<file path="src/rtl/dpll_pkg.sv">
// dpll_pkg: shared DPLL constants and the phase/period count type.
package dpll_pkg;
  localparam int N_BIT       = 12;
  localparam int GAIN_SHIFT  = 2;
  localparam int DEFAULT_PER = 16;
  localparam int MIN_PER     = 2;
  typedef logic [N_BIT-1:0] count_t;
endpackage

</file>
<file path="src/rtl/freq_gen_div.sv">
// freq_gen_div: period counter producing a ~50% duty f_out; new period loads only at wrap.
module freq_gen_div #(
  parameter int N_BIT       = 12,
  parameter int DEFAULT_PER = 16
) (
  input  logic             Clock,
  input  logic             nReset,
  input  logic [N_BIT-1:0] i_pend,
  output logic             o_f_out
);
  localparam logic [N_BIT-1:0] DEF_U = DEFAULT_PER[N_BIT-1:0];
  logic [N_BIT-1:0] r_cnt, r_per, w_half;
  logic             r_f_out, w_wrap;
  assign w_wrap = r_cnt == r_per - 1'b1;
  assign w_half = {1'b0, r_per[N_BIT-1:1]} + {{(N_BIT-1){1'b0}}, r_per[0]};
  // f_out is registered from the current count, so it trails the counter by one cycle
  always_ff @(posedge Clock or negedge nReset) begin
    if (!nReset) begin
      r_cnt   <= '0;
      r_per   <= DEF_U;
      r_f_out <= 1'b0;
    end else begin
      r_f_out <= r_cnt < w_half;
      r_cnt   <= w_wrap ? '0 : r_cnt + 1'b1;
      if (w_wrap) r_per <= i_pend;
    end
  end
  assign o_f_out = r_f_out;
endmodule

</file>
<file path="src/rtl/freq_gen.sv">
// freq_gen: DCO stage; turns phase error into a corrected period and drives the divider.
module freq_gen
  import dpll_pkg::*;
#(
  parameter int N_BIT       = dpll_pkg::N_BIT,
  parameter int GAIN_SHIFT  = dpll_pkg::GAIN_SHIFT,
  parameter int DEFAULT_PER = dpll_pkg::DEFAULT_PER,
  parameter int MIN_PER     = dpll_pkg::MIN_PER
) (
  input  logic             Clock,
  input  logic             nReset,
  input  logic             ready,
  input  logic             first_second,
  input  logic             timeout,
  input  logic [N_BIT-1:0] diff_1,
  input  logic [N_BIT-1:0] diff_2,
  input  logic [N_BIT-1:0] f_in,
  output logic             f_out
);
  localparam logic [N_BIT-1:0]          MIN_U = MIN_PER[N_BIT-1:0];
  localparam logic [N_BIT-1:0]          DEF_U = DEFAULT_PER[N_BIT-1:0];
  localparam logic signed [N_BIT+1:0]   MIN_S = MIN_PER;
  localparam logic signed [N_BIT+1:0]   MAX_S = 2**N_BIT - 1;
  logic                    r_ready_q, w_upd;
  logic [N_BIT-1:0]        r_pend, w_clamp;
  logic signed [N_BIT:0]   w_e, w_corr;
  logic signed [N_BIT+1:0] w_corr_x, w_fin_x, w_p;
  assign w_upd    = ready & ~r_ready_q;
  assign w_e      = $signed({1'b0, diff_1}) - $signed({1'b0, diff_2});
  assign w_corr   = w_e >>> GAIN_SHIFT;
  assign w_corr_x = {w_corr[N_BIT], w_corr};
  assign w_fin_x  = $signed({2'b00, f_in});
  assign w_p      = first_second ? w_fin_x - w_corr_x : w_fin_x + w_corr_x;
  assign w_clamp  = w_p < MIN_S ? MIN_U : w_p > MAX_S ? '1 : w_p[N_BIT-1:0];
  always_ff @(posedge Clock or negedge nReset) begin
    if (!nReset) begin
      r_ready_q <= 1'b0;
      r_pend    <= DEF_U;
    end else begin
      r_ready_q <= ready;
      if (w_upd && !timeout && f_in >= MIN_U) r_pend <= w_clamp;
    end
  end
  freq_gen_div #(.N_BIT(N_BIT), .DEFAULT_PER(DEFAULT_PER)) u_div (
    .Clock  (Clock),
    .nReset (nReset),
    .i_pend (r_pend),
    .o_f_out(f_out)
  );
endmodule

</file>
<file path="config.mk">
export PLATFORM = sky130hd
export DESIGN_NAME = freq_gen
export DESIGN_NICKNAME = d
export VERILOG_FILES = /design/src/rtl/dpll_pkg.sv /design/src/rtl/freq_gen_div.sv /design/src/rtl/freq_gen.sv
export SDC_FILE = /design/constraint.sdc
export NUM_CORES = 1
export LEC_CHECK = 0
export CAP_MARGIN = 20
export CORE_AREA = 2 2 128 99
export CTS_BUF_LIST = sky130_fd_sc_hd__clkbuf_8
export CTS_CLUSTER_DIAMETER = 50
export DETAILED_ROUTE_END_ITERATION = 12
export DIE_AREA = 0 0 130 101
export SETUP_SLACK_MARGIN = 0.05
export SLEW_MARGIN = 15
export SYNTH_ARGS = -nofsm -noshare
export SYNTH_HDL_FRONTEND = slang
export SYNTH_SLANG_ARGS = --single-unit
</file>
<file path="constraint.sdc">
create_clock -name Clock -period 7.4 [get_ports Clock]
set_clock_uncertainty 0.2 [all_clocks]
set_input_delay 2.22 -clock Clock [delete_from_list [all_inputs] [get_ports Clock]]
set_output_delay 2.22 -clock Clock [all_outputs]
set_load 0.02 [all_outputs]
</file>
Yosys cells after proc, flatten, opt, wreduce, memory -nomap -nowiden. Cells that the tools add are included.

Add/subtract/negate cells: 6. Mux-type cells: 4. Reductions and logical operators: 3. Equality and inequality tests: 1. Bitwise operators: 2. $lt $le $gt $ge: 4.

Operator list (count): $mux 12 (3); $add 13x11->14 (1); $gt 14x13->1 const B (1); $lt 14x3->1 const B (1); $mux 14 (1); $sub 13x11->14 (1); $sub 12x12->13 (1); $add 11x1->12 (1); $add 12x1->12 const B (1); $eq 12x12->1 (1); $ge 12x2->1 const B (1); $lt 12x12->1 (1); $sub 12x1->12 const B (1); $logic_and 1x1->1 (2); $and 1x1->1 (1); $logic_not 1->1 (1); $not 1->1 (1).

Flip-flop bits (word level): 38. Word-level logic and storage cells: 25. Output and inout port bits: 1.

Longest topological paths before layout.
Word-level depth: 6. Depth in mapped cells: 22.

Modules after synthesis. Synthesis repeated with hierarchy kept, for this count alone.

Cells, all modules: 478. Area total of the unflattened synthesis: 4091.4 um2.

Modules (own cells, without submodules): freq_gen (cells an instance 278, area an instance 2172.1 um2, instances 1); freq_gen_div (cells an instance 200, area an instance 1919.3 um2, instances 1).

Least setup slack after synthesis. No wires, ideal clock.

Path kind: input port to flip-flop. From: input port diff_2[2]. To: register r_pend[0]. Setup slack: 431 ps. Arrival: 6643 ps. Stages: 21. Setup time: 126 ps. Path buffers: 0. Path through: inv_1 > ha_1 > a21o_1 > a31o_4 > xnor2_1 > ha_1 > nand3_1 > o311ai_0 > o31a_1 > a221oi_1 > xor2_1 > ha_1 > or4_1 > o21ai_2 > a31oi_2 > xor2_1 > nor4b_1 > or4b_1 > nor4_1 > nor2_1 > a221o_1.

Longest elaborated chain between the ends: 6. Elaborated cells on any way between the ends: 8. Those cells by class: add/sub: 3; order compare: 2; mux: 3.

RTL lines: start: declaration (RTL line freq_gen.sv:16) `input logic [N_BIT-1:0] diff_2,`; $sub 12x12->13 * (RTL line freq_gen.sv:29) `assign w_e = $signed({1'b0, diff_1}) - $signed({1'b0, diff_2});`; $add 13x11->14 / $sub 13x11->14 (equally long branches) (RTL line freq_gen.sv:33) `assign w_p = first_second ? w_fin_x - w_corr_x : w_fin_x + w_corr_x;`; $mux 14 * (RTL line freq_gen.sv:33); $gt 14x13->1 (RTL line freq_gen.sv:34) `assign w_clamp = w_p < MIN_S ? MIN_U : w_p > MAX_S ? '1 : w_p[N_BIT-1:0];`; $mux 12 (RTL line freq_gen.sv:34); $mux 12 * (RTL line freq_gen.sv:34); end signal: assignment (RTL line freq_gen.sv:41) `if (w_upd && !timeout && f_in >= MIN_U) r_pend <= w_clamp;`; end: declaration (RTL line freq_gen.sv:25) `logic [N_BIT-1:0] r_pend, w_clamp;`.

Mark *: on every way between the ends. The rest lies on a longest branch, timed or not. A chain may end at the register's enable or synchronous reset.

Final worst setup path. Ends and elaborated chain as after synthesis.

==> impl_results.md <==
- Run status: complete, no violations
- Syn Inst Count: 446
- Grt total ovfl: 0
- First-pass DRT Iterations: 4
- Synth Cell Area: 4060 sq um
- Synth area leader: dfrtp_1
- Largest family of logic cells by synthesized area: compound AO/OA/AOI/OAI gates
- Synthesis-to-finish area growth: 20.9%
- Power Density: 168 nW/um^2
- Synth cell types: 80
- Post-layout min period: 7.18 ns
- FP Rows: 35
- Reg2reg start: u_div.r_per[0]
- PnR worst setup slack: 0.219 ns
- Commonest cells in the netlist: ha_1, xnor2_1, dfrtp_1
- Crit path arrival time: 7.15 ns
- Ys async rst share: 1.00
- Multi-input gate area: 2980 sq um
- Vias per cell: 5.14
- Share of layout cells above drive strength 1: 0.157
- WL final: 9.41 mm
- MaxCap Viol Count: 0
- Worst path top cell family by delay: simple AND/OR/NAND/NOR gates
- Drc violations: 0
- Final Setup Violations: 0
- Postcts setup bufs: 0
- Largest cells by area after synthesis: dfrtp_1, ha_1, xnor2_1
- CTS Buf Count: 5
- Via count: 3,433
- Slowest cell on the critical path: or4_1
- Register area: 953 sq um
- Most used DFF post-synth: dfrtp_1
- Core ar.: 12,000 sq um
- Seq/Total Area, Yosys: 0.235
- TritonCTS clock tree: done
- Syn Area/Cell: 9.11 sq um
- Top-count cell post-synth: ha_1
- Crit Path Max Fanout: 4
- Mux contribution to synthesized area: 0.0431
- Post-place setup slack: -0.230 ns
- Initial antenna violation count: 0
- Yosys warns: 0
- Leak: 2.12 nW
- Final #Nets: 582
- Worst skew pair latency: 0.29 ns
- CTS H-tree depth: 2
- Largest net degree at the start of global routing: 39
- WL per Instance: 14.1 um
- Die Height: 101 um
- Synth Area in Compound Gates: 0.219
- Crit path cell chain: clkdlybuf4s50_1 -> inv_1 -> ha_1 -> a21o_1 -> a31o_4 -> xnor2_1 -> ha_1 -> nand3_1 -> a21boi_0 -> o31a_1 -> a221oi_2 -> xor2_1 -> ha_1 -> or4_1 -> o21ai_2 -> a31oi_2 -> xor2_1 -> nor4b_2 -> or4b_4 -> nor4_4 -> nor2_1 -> a221o_1
- Util after Layout: 0.411
- Required @ worst endpoint: 7.37 ns
- Longest Clk Path Bufs: 2
- Fill count: 1,193
- Worst Max-Slew Pin Slew: 0.865 ns
- Post-synthesis sequential element count: 38
- Number of instances in the placed design: 660
- RSZ-0062 raised after global routing: yes
- Relative slew slack: 0.424
- Clk root buf: clkbuf_8
- Top cell type's share of synthesized area: 0.222
- Worst VDD drop: 0.0000634 V
- Final Hold Fails: 0
- Area share of xor/xnor cells in the synthesized design: 0.140
- First-pass GRT wire length: 15.6 mm
- HPWL after DPL: 7.60 mm
- # clock sinks: 38
- Post-layout instance count excluding filler cells: 668
- Final Slew Violations: 0
- Clock slew at reported path FFs: 0.07 ns
- Port bufs: 41
- Synth Area in Simple Gates: 0.192
- GRT Overall Usage: 0.144
- Mapped Nets: 527
- Highest clock rate: 0.139 GHz
- CP startpoint kind: input port
- # diodes: 0
- WS Path Type: input port to flip-flop
- Post-route ant nets: 0
- Die X-Extent: 130 um
- Worst setup startpoint: diff_2[2]
- Crit path buf inv count: 2
- Max incr delay on CP: 0.53 ns
- Final worst-path cycle share: 0.970
- Initial DRC Count: 143
- Post-synth EDFFs: 0
- Die area: 13,100 sq um
- Initial core utilization: 0.340
- Vias in the first global route: 3,193
- Crit. End Element: flip-flop
- Adder-cell share of the synthesized area: 0.125
- Top Ports: 42
- Hold_sp: r_pend[9]
- Most used cell, CP: ha_1
- Placer congestion estimate: 0.837
- Hold WC Path Type: flip-flop to flip-flop
## what timing repair did
| item | CTS | global route |
|---|---|---|
| setup endpoints to repair | 0 | 12 |
| hold buffers | 0 | 0 |
| resized for setup | 0 | 10 |
## area by class of cell
class	instances	share of cell area
clock inverters	2	0.00255
multi-input cells	365	0.606
repair buffers	64	0.118
well taps	166	0.0423
inverters	27	0.0206
clock buffers	6	0.0168
flip-flops and latches	38	0.194
## state kept, by name, indices dropped and copies added (netlist names)
name and flops:
r_pend 12, r_ready_q 1, u_div.o_f_out 1, u_div.r_cnt 12, u_div.r_per 12
## path summary, 6_finish.rpt
path,endpoint,slack [ns],cells past startpoint
max in group asynchronous,u_div.r_per[1],4.61,1
worst max register to register,u_div.r_per[9],4.19,10
worst min-delay path,u_div.r_per[9],0.31,1
min in group asynchronous,u_div.r_cnt[4],1.84,1
worst min register to register,u_div.r_per[9],0.31,1
worst max-delay path,r_pend[0],0.22,22
## placed cells by master (no fill, tap or decap), types with 3 or more instances in the layout
master           instances
dfrtp_1                 36
o21ai_0                  7
a221o_1                 10
clkdlybuf4s50_1         40
clkbuf_8                 6
nor4_1                   3
nor3_1                   7
nand2_1                 21
nor2_1                  27
a21o_1                  17
nor2b_1                  3
xnor2_1                 37
and2_1                  14
mux2_2                  11
nand3_1                 22
xor2_1                  23
o31ai_1                  3
ha_1                    39
nand2b_1                 4
and3_1                   9
o21a_1                   6
inv_1                   27
o211ai_1                 4
mux2i_1                  4
buf_4                   23
o21ai_2                  4
a21oi_1                 21
a21oi_2                  3
## metrics by stage
step           total power, mW  hold slack (ns)  area [sq um]  setup TNS [ns]
2_1_floorplan            0.532            0.259          4060               0
3_3_place_gp             0.659            0.288          4760        -0.00543
3_5_place_dp             0.664            0.297          4760           -1.77
4_1_cts                  0.819            0.314          4860               0
5_1_grt                  0.885            0.340          4910         -0.0133
6_report                 0.828            0.307          4910               0
## cells by family after synthesis
family                   after synthesis
AO/OA/AOI/OAI                        111
XOR/XNOR                              62
adder cells (fa/ha/maj)               40
buffers and inverters                 43
flip-flops                            38
multiplexers                          16
AND/OR/NAND/NOR                      136
## per-layer routing
metal / GRT usage / share of wire
met1: 0.228 / 0.54
met2: 0.209 / 0.41
met3: 0.0175 / 0.044
met4: 0.0281 / 0.0079
met5: 0 / 0
## power by group
group          leakage [nW]  internal [mW]  switching [mW]
combinational          1.59          0.204           0.214
clock                0.0472         0.0749          0.0755
sequential            0.483          0.242          0.0177
No activity file was read; power rests on OpenSTA's default activity.
